## src/rtl/instr_fetch_queue_pkg.sv

```systemverilog
// Shared types and sizing for the instruction fetch queue.
//   XLEN / WORD_SIZE : datapath widths of PC and instruction word
//   FQ_DEPTH         : default queue depth
//   FQ_PTR_W         : pointer width for the default depth
//   fetch_entry_t    : one queued fetch record {PC, PC+4, Instr}
package instr_fetch_queue_pkg;

  localparam int unsigned XLEN      = 32;
  localparam int unsigned WORD_SIZE = 32;

  localparam int unsigned FQ_DEPTH = 4;
  localparam int unsigned FQ_PTR_W = $clog2(FQ_DEPTH);

  typedef struct packed {
    logic [XLEN-1:0]      PC;
    logic [XLEN-1:0]      PCp4;
    logic [WORD_SIZE-1:0] Instr;
  } fetch_entry_t;

endpackage

```

## src/rtl/instr_fetch_queue_if.sv

```systemverilog
// Fetch-to-decode bus carried by the instruction fetch queue.
//   I side : PC_I, PCp4_I, Instr_I, ValidInstruction_I in; QueueFull_I out (StallPC)
//   control: FlushF (redirect), StallD (decode not accepting)
//   D side : PC_D, PCp4_D, Instr_D, ValidInstruction_D, Occupancy out
// slave is the queue itself; master is the surrounding pipeline.
interface instr_fetch_queue_if
  import instr_fetch_queue_pkg::*;
#(
  parameter int unsigned DEPTH = FQ_DEPTH
) ();

  logic [XLEN-1:0]        PC_I;
  logic [XLEN-1:0]        PCp4_I;
  logic [WORD_SIZE-1:0]   Instr_I;
  logic                   ValidInstruction_I;
  logic                   QueueFull_I;
  logic                   FlushF;
  logic                   StallD;
  logic [XLEN-1:0]        PC_D;
  logic [XLEN-1:0]        PCp4_D;
  logic [WORD_SIZE-1:0]   Instr_D;
  logic                   ValidInstruction_D;
  logic [$clog2(DEPTH):0] Occupancy;

  modport slave (
    input  PC_I,
    input  PCp4_I,
    input  Instr_I,
    input  ValidInstruction_I,
    input  FlushF,
    input  StallD,
    output QueueFull_I,
    output PC_D,
    output PCp4_D,
    output Instr_D,
    output ValidInstruction_D,
    output Occupancy
  );

  modport master (
    output PC_I,
    output PCp4_I,
    output Instr_I,
    output ValidInstruction_I,
    output FlushF,
    output StallD,
    input  QueueFull_I,
    input  PC_D,
    input  PCp4_D,
    input  Instr_D,
    input  ValidInstruction_D,
    input  Occupancy
  );

endinterface

```

## src/rtl/instr_fetch_queue.sv

```systemverilog
// Decoupling queue between instruction fetch and decode.
//   clk   : clock, all state updates on posedge
//   reset : asynchronous, active-low
//   fq    : fetch/decode bus (slave side); see instr_fetch_queue_if
// Each accepted fetch {PC, PC+4, Instr} is written at the tail; the head entry
// is shown to decode combinationally (show-ahead). QueueFull_I back-pressures
// the PC, FlushF drops every entry and the instruction on the I ports.
module instr_fetch_queue
  import instr_fetch_queue_pkg::*;
#(
  parameter int unsigned DEPTH = FQ_DEPTH
) (
  input logic                clk,
  input logic                reset,
  instr_fetch_queue_if.slave fq
);

  localparam int unsigned     PtrW      = $clog2(DEPTH);
  localparam int unsigned     CntW      = PtrW + 1;
  localparam logic [CntW-1:0] CountFull = CntW'(DEPTH);

  fetch_entry_t    entry [DEPTH];
  fetch_entry_t    wr_entry;
  fetch_entry_t    head_entry;

  logic [PtrW-1:0] head_q, head_d;
  logic [PtrW-1:0] tail_q, tail_d;
  logic [CntW-1:0] count_q, count_d;

  logic full;
  logic not_empty;
  logic enq;
  logic deq;
  logic valid_d;

  // Full depends on the registered count only, never on StallD.
  assign full      = (count_q == CountFull);
  assign not_empty = (count_q != '0);

  // Flush wins over both enqueue and dequeue.
  assign enq = fq.ValidInstruction_I & ~full & ~fq.FlushF;
  assign deq = not_empty & ~fq.StallD & ~fq.FlushF;

  assign wr_entry.PC    = fq.PC_I;
  assign wr_entry.PCp4  = fq.PCp4_I;
  assign wr_entry.Instr = fq.Instr_I;

  // Pointers wrap by natural overflow since DEPTH is a power of two.
  always_comb begin
    head_d  = head_q;
    tail_d  = tail_q;
    count_d = count_q;
    if (fq.FlushF) begin
      head_d  = '0;
      tail_d  = '0;
      count_d = '0;
    end else begin
      if (enq) begin
        tail_d = tail_q + 1'b1;
      end
      if (deq) begin
        head_d = head_q + 1'b1;
      end
      count_d = count_q + CntW'(enq) - CntW'(deq);
    end
  end

  always_ff @(posedge clk or negedge reset) begin
    if (!reset) begin
      head_q  <= '0;
      tail_q  <= '0;
      count_q <= '0;
    end else begin
      head_q  <= head_d;
      tail_q  <= tail_d;
      count_q <= count_d;
    end
  end

  // Storage is deliberately not reset; validity comes from count_q alone.
  always_ff @(posedge clk) begin
    if (enq) begin
      entry[tail_q] <= wr_entry;
    end
  end

  assign head_entry = entry[head_q];
  assign valid_d    = not_empty & ~fq.FlushF;

  // Data outputs are zeroed when nothing valid is presented, keeping traces clean.
  always_comb begin
    fq.ValidInstruction_D = valid_d;
    fq.PC_D               = '0;
    fq.PCp4_D             = '0;
    fq.Instr_D            = '0;
    if (valid_d) begin
      fq.PC_D    = head_entry.PC;
      fq.PCp4_D  = head_entry.PCp4;
      fq.Instr_D = head_entry.Instr;
    end
  end

  assign fq.QueueFull_I = full;
  assign fq.Occupancy   = count_q;

`ifdef ASSERT
  full_never_enq_a: assert property (@(posedge clk) disable iff (!reset) !(full && enq));
  count_bound_a:    assert property (@(posedge clk) disable iff (!reset) count_q <= CountFull);
`endif

endmodule
```

## src/flat_wrapper.sv

```systemverilog
// flat-port wrapper written by rule: the top's interface ports become plain ports
module instr_fetch_queue_flat import instr_fetch_queue_pkg::*;
#(
  parameter int unsigned DEPTH = FQ_DEPTH
)
  (clk, reset, fq_PC_I, fq_PCp4_I, fq_Instr_I, fq_ValidInstruction_I, fq_FlushF, fq_StallD, fq_QueueFull_I, fq_PC_D, fq_PCp4_D, fq_Instr_D, fq_ValidInstruction_D, fq_Occupancy);
  instr_fetch_queue_if #(.DEPTH(DEPTH)) fq_i ();
  input logic clk;
  input logic reset;
  input wire logic [$bits(fq_i.PC_I)-1:0] fq_PC_I;
  input wire logic [$bits(fq_i.PCp4_I)-1:0] fq_PCp4_I;
  input wire logic [$bits(fq_i.Instr_I)-1:0] fq_Instr_I;
  input wire logic [$bits(fq_i.ValidInstruction_I)-1:0] fq_ValidInstruction_I;
  input wire logic [$bits(fq_i.FlushF)-1:0] fq_FlushF;
  input wire logic [$bits(fq_i.StallD)-1:0] fq_StallD;
  output wire logic [$bits(fq_i.QueueFull_I)-1:0] fq_QueueFull_I;
  output wire logic [$bits(fq_i.PC_D)-1:0] fq_PC_D;
  output wire logic [$bits(fq_i.PCp4_D)-1:0] fq_PCp4_D;
  output wire logic [$bits(fq_i.Instr_D)-1:0] fq_Instr_D;
  output wire logic [$bits(fq_i.ValidInstruction_D)-1:0] fq_ValidInstruction_D;
  output wire logic [$bits(fq_i.Occupancy)-1:0] fq_Occupancy;
  assign fq_i.PC_I = fq_PC_I;
  assign fq_i.PCp4_I = fq_PCp4_I;
  assign fq_i.Instr_I = fq_Instr_I;
  assign fq_i.ValidInstruction_I = fq_ValidInstruction_I;
  assign fq_i.FlushF = fq_FlushF;
  assign fq_i.StallD = fq_StallD;
  assign fq_QueueFull_I = fq_i.QueueFull_I;
  assign fq_PC_D = fq_i.PC_D;
  assign fq_PCp4_D = fq_i.PCp4_D;
  assign fq_Instr_D = fq_i.Instr_D;
  assign fq_ValidInstruction_D = fq_i.ValidInstruction_D;
  assign fq_Occupancy = fq_i.Occupancy;
  instr_fetch_queue #(.DEPTH(DEPTH)) u_core (.clk(clk), .reset(reset), .fq(fq_i));
endmodule
```

## config.mk

```make
export PLATFORM = sky130hd
export DESIGN_NAME = instr_fetch_queue_flat
export DESIGN_NICKNAME = d
export VERILOG_FILES = /design/src/rtl/instr_fetch_queue_pkg.sv /design/src/rtl/instr_fetch_queue_if.sv /design/src/rtl/instr_fetch_queue.sv /design/src/flat_wrapper.sv
export SDC_FILE = /design/constraint.sdc
export NUM_CORES = 1
export LEC_CHECK = 0
export CORE_MARGIN = 2
export CORE_UTILIZATION = 49
export CTS_BUF_LIST = sky130_fd_sc_hd__clkbuf_16
export CTS_CLUSTER_SIZE = 16
export DETAILED_ROUTE_END_ITERATION = 8
export GPL_ROUTABILITY_DRIVEN = 0
export GPL_TIMING_DRIVEN = 0
export PLACE_DENSITY = 0.72
export SLEW_MARGIN = 20
export SYNTH_ARGS = -nofsm -noshare
export SYNTH_HDL_FRONTEND = slang
export SYNTH_SLANG_ARGS = --single-unit
```

## constraint.sdc

```tcl
create_clock -name clk -period 3.66 [get_ports clk]
set_input_delay 0.366 -clock clk [delete_from_list [all_inputs] [get_ports clk]]
set_output_delay 0.366 -clock clk [all_outputs]
set_load 0.05 [all_outputs]
```

Yosys cells after proc, flatten, opt, wreduce, memory -nomap -nowiden
Memories as Yosys holds them, arrays and structs flattened.
Index checks and enable logic that the tools add are counted.
{"block": "classes", "add_sub_neg": 4, "reduce_logical": 3, "n_eq_ne": 1, "n_mux": 10, "bitwise_logic": 8}
{"operator": "$mux 32", "n": 3}
{"operator": "$mux 2", "n": 4}
{"operator": "$and 1x1->1", "n": 5}
{"operator": "$add 2x1->2 const B", "n": 2}
{"operator": "$reduce_bool 2->1", "n": 2}
{"operator": "$add 3x1->3", "n": 1}
{"operator": "$eq 3x3->1 const B", "n": 1}
{"operator": "$mux 3", "n": 1}
{"operator": "$not 1->1", "n": 3}
{"operator": "$reduce_bool 3->1", "n": 1}
{"operator": "$sub 3x1->3", "n": 1}
{"operator": "$mux 1", "n": 2}
{"block": "word_totals", "output_inout_bits": 101, "regBits": 7, "wordCells": 30, "mem_bits_rw": 384, "memories": 1}
{"name": "u_core.entry", "words": 4, "width": 96, "read_ports": 1, "rd_clocked_by_memory_dff": 0, "write_ports": 1, "line_no": "instr_fetch_queue.sv:22", "text": "fetch_entry_t entry [DEPTH];"}

Longest topological paths before layout
{"block": "logic_depth", "depth_word": 7, "mapped_depth": 10}

Worst setup path after synthesis
Ideal clock, no wire load.
{"block": "synth_timing", "kind": "reg-to-reg", "startpoint": "reg u_core.count_q[2], in the netlist u_core.fq.Occupancy[2]", "endpoint": "mem u_core.entry[0][0] (netlist name), enable pin", "t_arrival_ps": 3556, "period_less_slack_ps": 4243, "setup_time_ps": 687, "path_slack_ps": -583, "path_stages_with_launch": 4, "n_path_buf": 0, "cell_sequence": "dfrtp_1 > nor3b_1 > nor3_1 > and2_1"}
{"block": "synth_between", "elab_chain_cells": 6}
{"element": "from (decl)", "line_no": "instr_fetch_queue.sv:28", "text": "logic [CntW-1:0] count_q, count_d;"}
{"element": "from (signal assigned)", "line_no": "instr_fetch_queue.sv:76", "text": "count_q <= count_d;"}
{"element": "$eq 3x3->1", "line_no": "instr_fetch_queue.sv:37", "text": "assign full = (count_q == CountFull);"}
{"element": "named net fq_QueueFull_I", "line_no": "flat_wrapper.sv:16", "text": "output wire logic [$bits(fq_i.QueueFull_I)-1:0] fq_QueueFull_I;"}
{"element": "$not 1->1", "line_no": "instr_fetch_queue.sv:41", "text": "assign enq = fq.ValidInstruction_I & ~full & ~fq.FlushF;"}
{"element": "$and 1x1->1 (2 in series)", "line_no": "instr_fetch_queue.sv:41"}
{"element": "$mux 1", "line_no": "instr_fetch_queue.sv:82", "text": "if (enq) begin"}
{"element": "$mux 1 (implied by the code)", "line_no": "instr_fetch_queue.sv:83", "text": "entry[tail_q] <= wr_entry;"}
{"element": "to (decl)", "line_no": "instr_fetch_queue.sv:22"}
The timed path passes the listed nets, and every way through them passes these cells.

Worst setup path in the final report
{"block": "layout_timing", "startpoint": "reg u_core.count_q[1], in the netlist u_core.fq.Occupancy[1]", "endpoint": "out fq_PCp4_D[13]"}
{"block": "layout_between", "elab_chain_cells": 3}
{"element": "$reduce_bool 3->1", "line_no": "instr_fetch_queue.sv:38", "text": "assign not_empty = (count_q != '0);"}
{"element": "$and 1x1->1", "line_no": "instr_fetch_queue.sv:88", "text": "assign valid_d = not_empty & ~fq.FlushF;"}
{"element": "$mux 32", "line_no": "instr_fetch_queue.sv:96", "text": "if (valid_d) begin"}
{"element": "to (decl)", "line_no": "flat_wrapper.sv:18", "text": "output wire logic [$bits(fq_i.PCp4_D)-1:0] fq_PCp4_D;"}
No other way between the ends.

==> metrics.md <==
| Metric | Value |
|---|---|
| Fin. Hold Viols | `0` |
| Max Transition Viols Final | `0` |
| # DRC | `0` |
| Final core utilization | `~63%` |
| CTS tree | `built` |
| WL/cell | `21.6 um` |
| Slew HR | `about 55%` |
| Area Overhead vs Synth | `26.0%` |
| Total die area | `~32000 um^2` |
| Post-Syn Area | `~15000 um^2` |
| Yosys top cell area share | `between 70 and 80%` |
| Clk slew on worst S/H paths | `approximately 60 ps` |
| Worst-Margin Slew | `679 ps` |
| Starting DRT DRC Count | `531` |
| Die height | `about 180 um` |
| Grt ovf | `0` |
| Worst Hold Class | `input pin to asynchronous set/reset pin` |
| CTS Hold Bufs | `0` |
| Total wire length | `28700 um` |
| Synth area leader | `edfxtp_1` |
| Via count | `~7k` |
| Sink Count | `about 390` |
| Core area | `between 20000 and 30000 um^2` |
| I/O pins | `slightly above 200` |
| R2r setup slk | `between 1000 and 1500 ps` |
| Met1 usage | `~25%` |
| Register area share after synthesis | `between 70% and 80%` |
| Port Buffers | `approximately 200` |
| Dpl hpwl | `around 18000 um` |
| Syn Inst Count | `approximately 660` |
| Gr busiest metal | `met2` |
| Worst Path Arrival | `about 3000 ps` |
| Root Driver | `clkbuf_16` |
| First-pass GRT wire length | `~44000 um` |
| Layout cells sized above 1 | `19.2%` |
| Rows | `63` |
| Run status | `completed` |
| Final #Nets | `about 1.0k` |
| YS warnings | `0` |
| Final setup viols | `0` |
| Worst skew pair latency | `520 ps` |
| Fin cells | `1327` |
| DR pass1 iterations | `5` |
| TritonCTS buffer count | `40` |
| Dpl ws | `-9.37 ps` |
| Post-route ant nets | `0` |
| Starting Density | `between 50% and 60%` |
| Fmax | `between 200 and 300 MHz` |
| Leak | `about 6.1 nW` |
| Unrepaired setup endpoints after global routing | `no` |
| Hold Slack | `roughly 120 ps` |
| Crit path capture type | `output port` |
| Largest net degree at the start of global routing | `45` |
| Setup_tns | `0 ps` |
| Clock power share | `between 30% and 40%` |
| GRT Overall Usage | `18.6%` |
| Setup ws final | `around 300 ps` |
| CP startpoint kind | `flip-flop` |
| Logic gate share of total power | `27.2%` |
| CP Class | `flip-flop to output port` |
| # diodes | `0` |
| H-tree depth | `2` |
| FILL cells | `roughly 2k` |
| Via/cell ratio | `5.40` |
| Met2 usage | `between 30% and 40%` |
| Clock Skew | `11.7 ps` |
| Internal power | `8.59 mW` |
| Clock period minus worst slack | `3370 ps` |
| Required @ worst endpoint | `3290 ps` |
| Initial antenna violation count | `0` |
| Tcrit/Tclk final | `92.0%` |
| Syn Area/Cell | `22.7 um^2` |
| # Post-CTS Setup Buffers | `0` |
| Switching Share | `29.7%` |
| Sequential Power Share | `between 40% and 50%` |
| Placed insts | `around 1.3k` |
| Max clock buf depth | `3` |
| Seq cells post-synth | `around 400` |
| MaxCap Viol Count | `0` |
| Worst-path maximum fanout | `16` |
| Power per cell area | `around 650 nW/um^2` |
| Yosys cell types | `23` |
| Worst VDD drop | `between 0.4 and 0.5 mV` |
| Sw power | `~3.6 mW` |
| M3 GR Usage | `3.64%` |
| Vias in the first global route | `between 7k and 8k` |
| Top cells by area, synth | `edfxtp_1 77%, mux4_2 14%, and2_1 4.2%` |
| Syn_nets | `around 770` |
| Die width | `179 um` |
## metal layers
layer	vias to the layer above	share of wire, %
met5	-	0
met4	0	2.5
met3	51	5.6
met2	205	50
met1	3718	42
li1	3190	-
## synthesized netlist by cell type (all sizes together)
| library cell | instances |
|---|---|
| inv | 6 |
| nor2 | 4 |
| mux4 | 96 |
| nand2b | 3 |
| or3 | 3 |
| xor2 | 1 |
| o21ai | 3 |
| dfrtp | 7 |
| edfxtp | 384 |
| and2 | 101 |
| fa | 1 |
| nor2b | 1 |
| ha | 6 |
| nor3b | 1 |
| mux2i | 1 |
| nor3 | 4 |
| clkbuf | 17 |
| buf | 16 |
| a21oi | 3 |
## final cells by class
cell class                 instances  area [um^2]  area share, %
buffer                            32          161          0.859
clock buffer                      41         1030           5.46
clock inverter                    30          156          0.832
inverter                           6         22.5          0.120
multi-input combinational        228         3050           16.2
sequential                       391        11700           62.3
tap                              390          488           2.60
timing repair buffer             209         2190           11.6
## repair_timing
action                                 in CTS  in global routing
endpoints found under the hold margin       0                  0
setup endpoints to repair                  30                  0
gates resized for setup                     1                  0
## power groups by stage
stage / sequential (mW) / combinational (mW) / clock (mW)
finish: 5.23 / 3.32 / 3.66
global route: 5.25 / 3.52 / 3.92
floorplan: 5.36 / 2.21 / 0
detailed placement: 5.33 / 3.37 / 0
CTS: 5.24 / 3.38 / 3.74
global placement: 5.34 / 3.32 / 0
## per-stage QoR
step,total power [mW],area (um^2)
2_1_floorplan,7.56,14900
3_3_place_gp,8.66,17400
3_5_place_dp,8.70,17600
4_1_cts,12.4,18800
5_1_grt,12.7,18800
6_report,12.2,18800
## cells by family (layout without fill, tap and decap cells)
kind of cell,after synthesis,after routing,synth area share (%)
compound gates,6,6,0.201
xor+xnor,1,1,0.0587
fa+ha+maj,7,7,0.637
buf+inv,39,318,1.26
flops,391,391,78.4
mux,97,97,14.6
simple gates,117,117,4.86
## critical path, stage by stage, from the launching register on
cell and delay [ps]:
dfrtp_1 490, nor3_2 140, nor2_4 420, clkbuf_1 400, and2_1 220, clkdlybuf4s50_1 810
## path summary, 6_finish.rpt
kind / start / endpoint / cells after the start
worst max-delay path: u_core.fq.Occupancy[1]$_DFF_PN0_ / fq_PCp4_D[13] / 5
worst min-delay path: reset / u_core.fq.Occupancy[2]$_DFF_PN0_ / 1
worst max register to register: u_core.fq.Occupancy[1]$_DFF_PN0_ / u_core.entry[1][51]$_DFFE_PP_ / 5
worst min register to register: u_core.tail_q[1]$_DFFE_PN0P_ / u_core.tail_q[1]$_DFFE_PN0P_ / 2
max in group asynchronous: reset / u_core.head_q[1]$_DFFE_PN0P_ / 1
min in group clk: fq_Instr_I[30] / u_core.entry[2][30]$_DFFE_PP_ / 1
## flip-flops by register name, indices dropped and copies added (netlist names)
signal and count:
u_core.head_q 2, u_core.entry 384, u_core.fq.Occupancy 3, u_core.tail_q 2
## cell usage in the layout, fill, tap and decap left out, types with 4 or more instances in the layout
| cell type | count |
|---|---|
| edfxtp_1 | 384 |
| clkdlybuf4s50_1 | 201 |
| and2_1 | 97 |
| mux4_2 | 96 |
| clkbuf_16 | 41 |
| inv_1 | 18 |
| clkbuf_1 | 16 |
| buf_2 | 12 |
| clkinv_2 | 10 |
| dfrtp_1 | 7 |
| ha_1 | 6 |
| clkinv_1 | 6 |
| buf_12 | 6 |
| and2_4 | 4 |
Power figures use the tool's default switching activity.
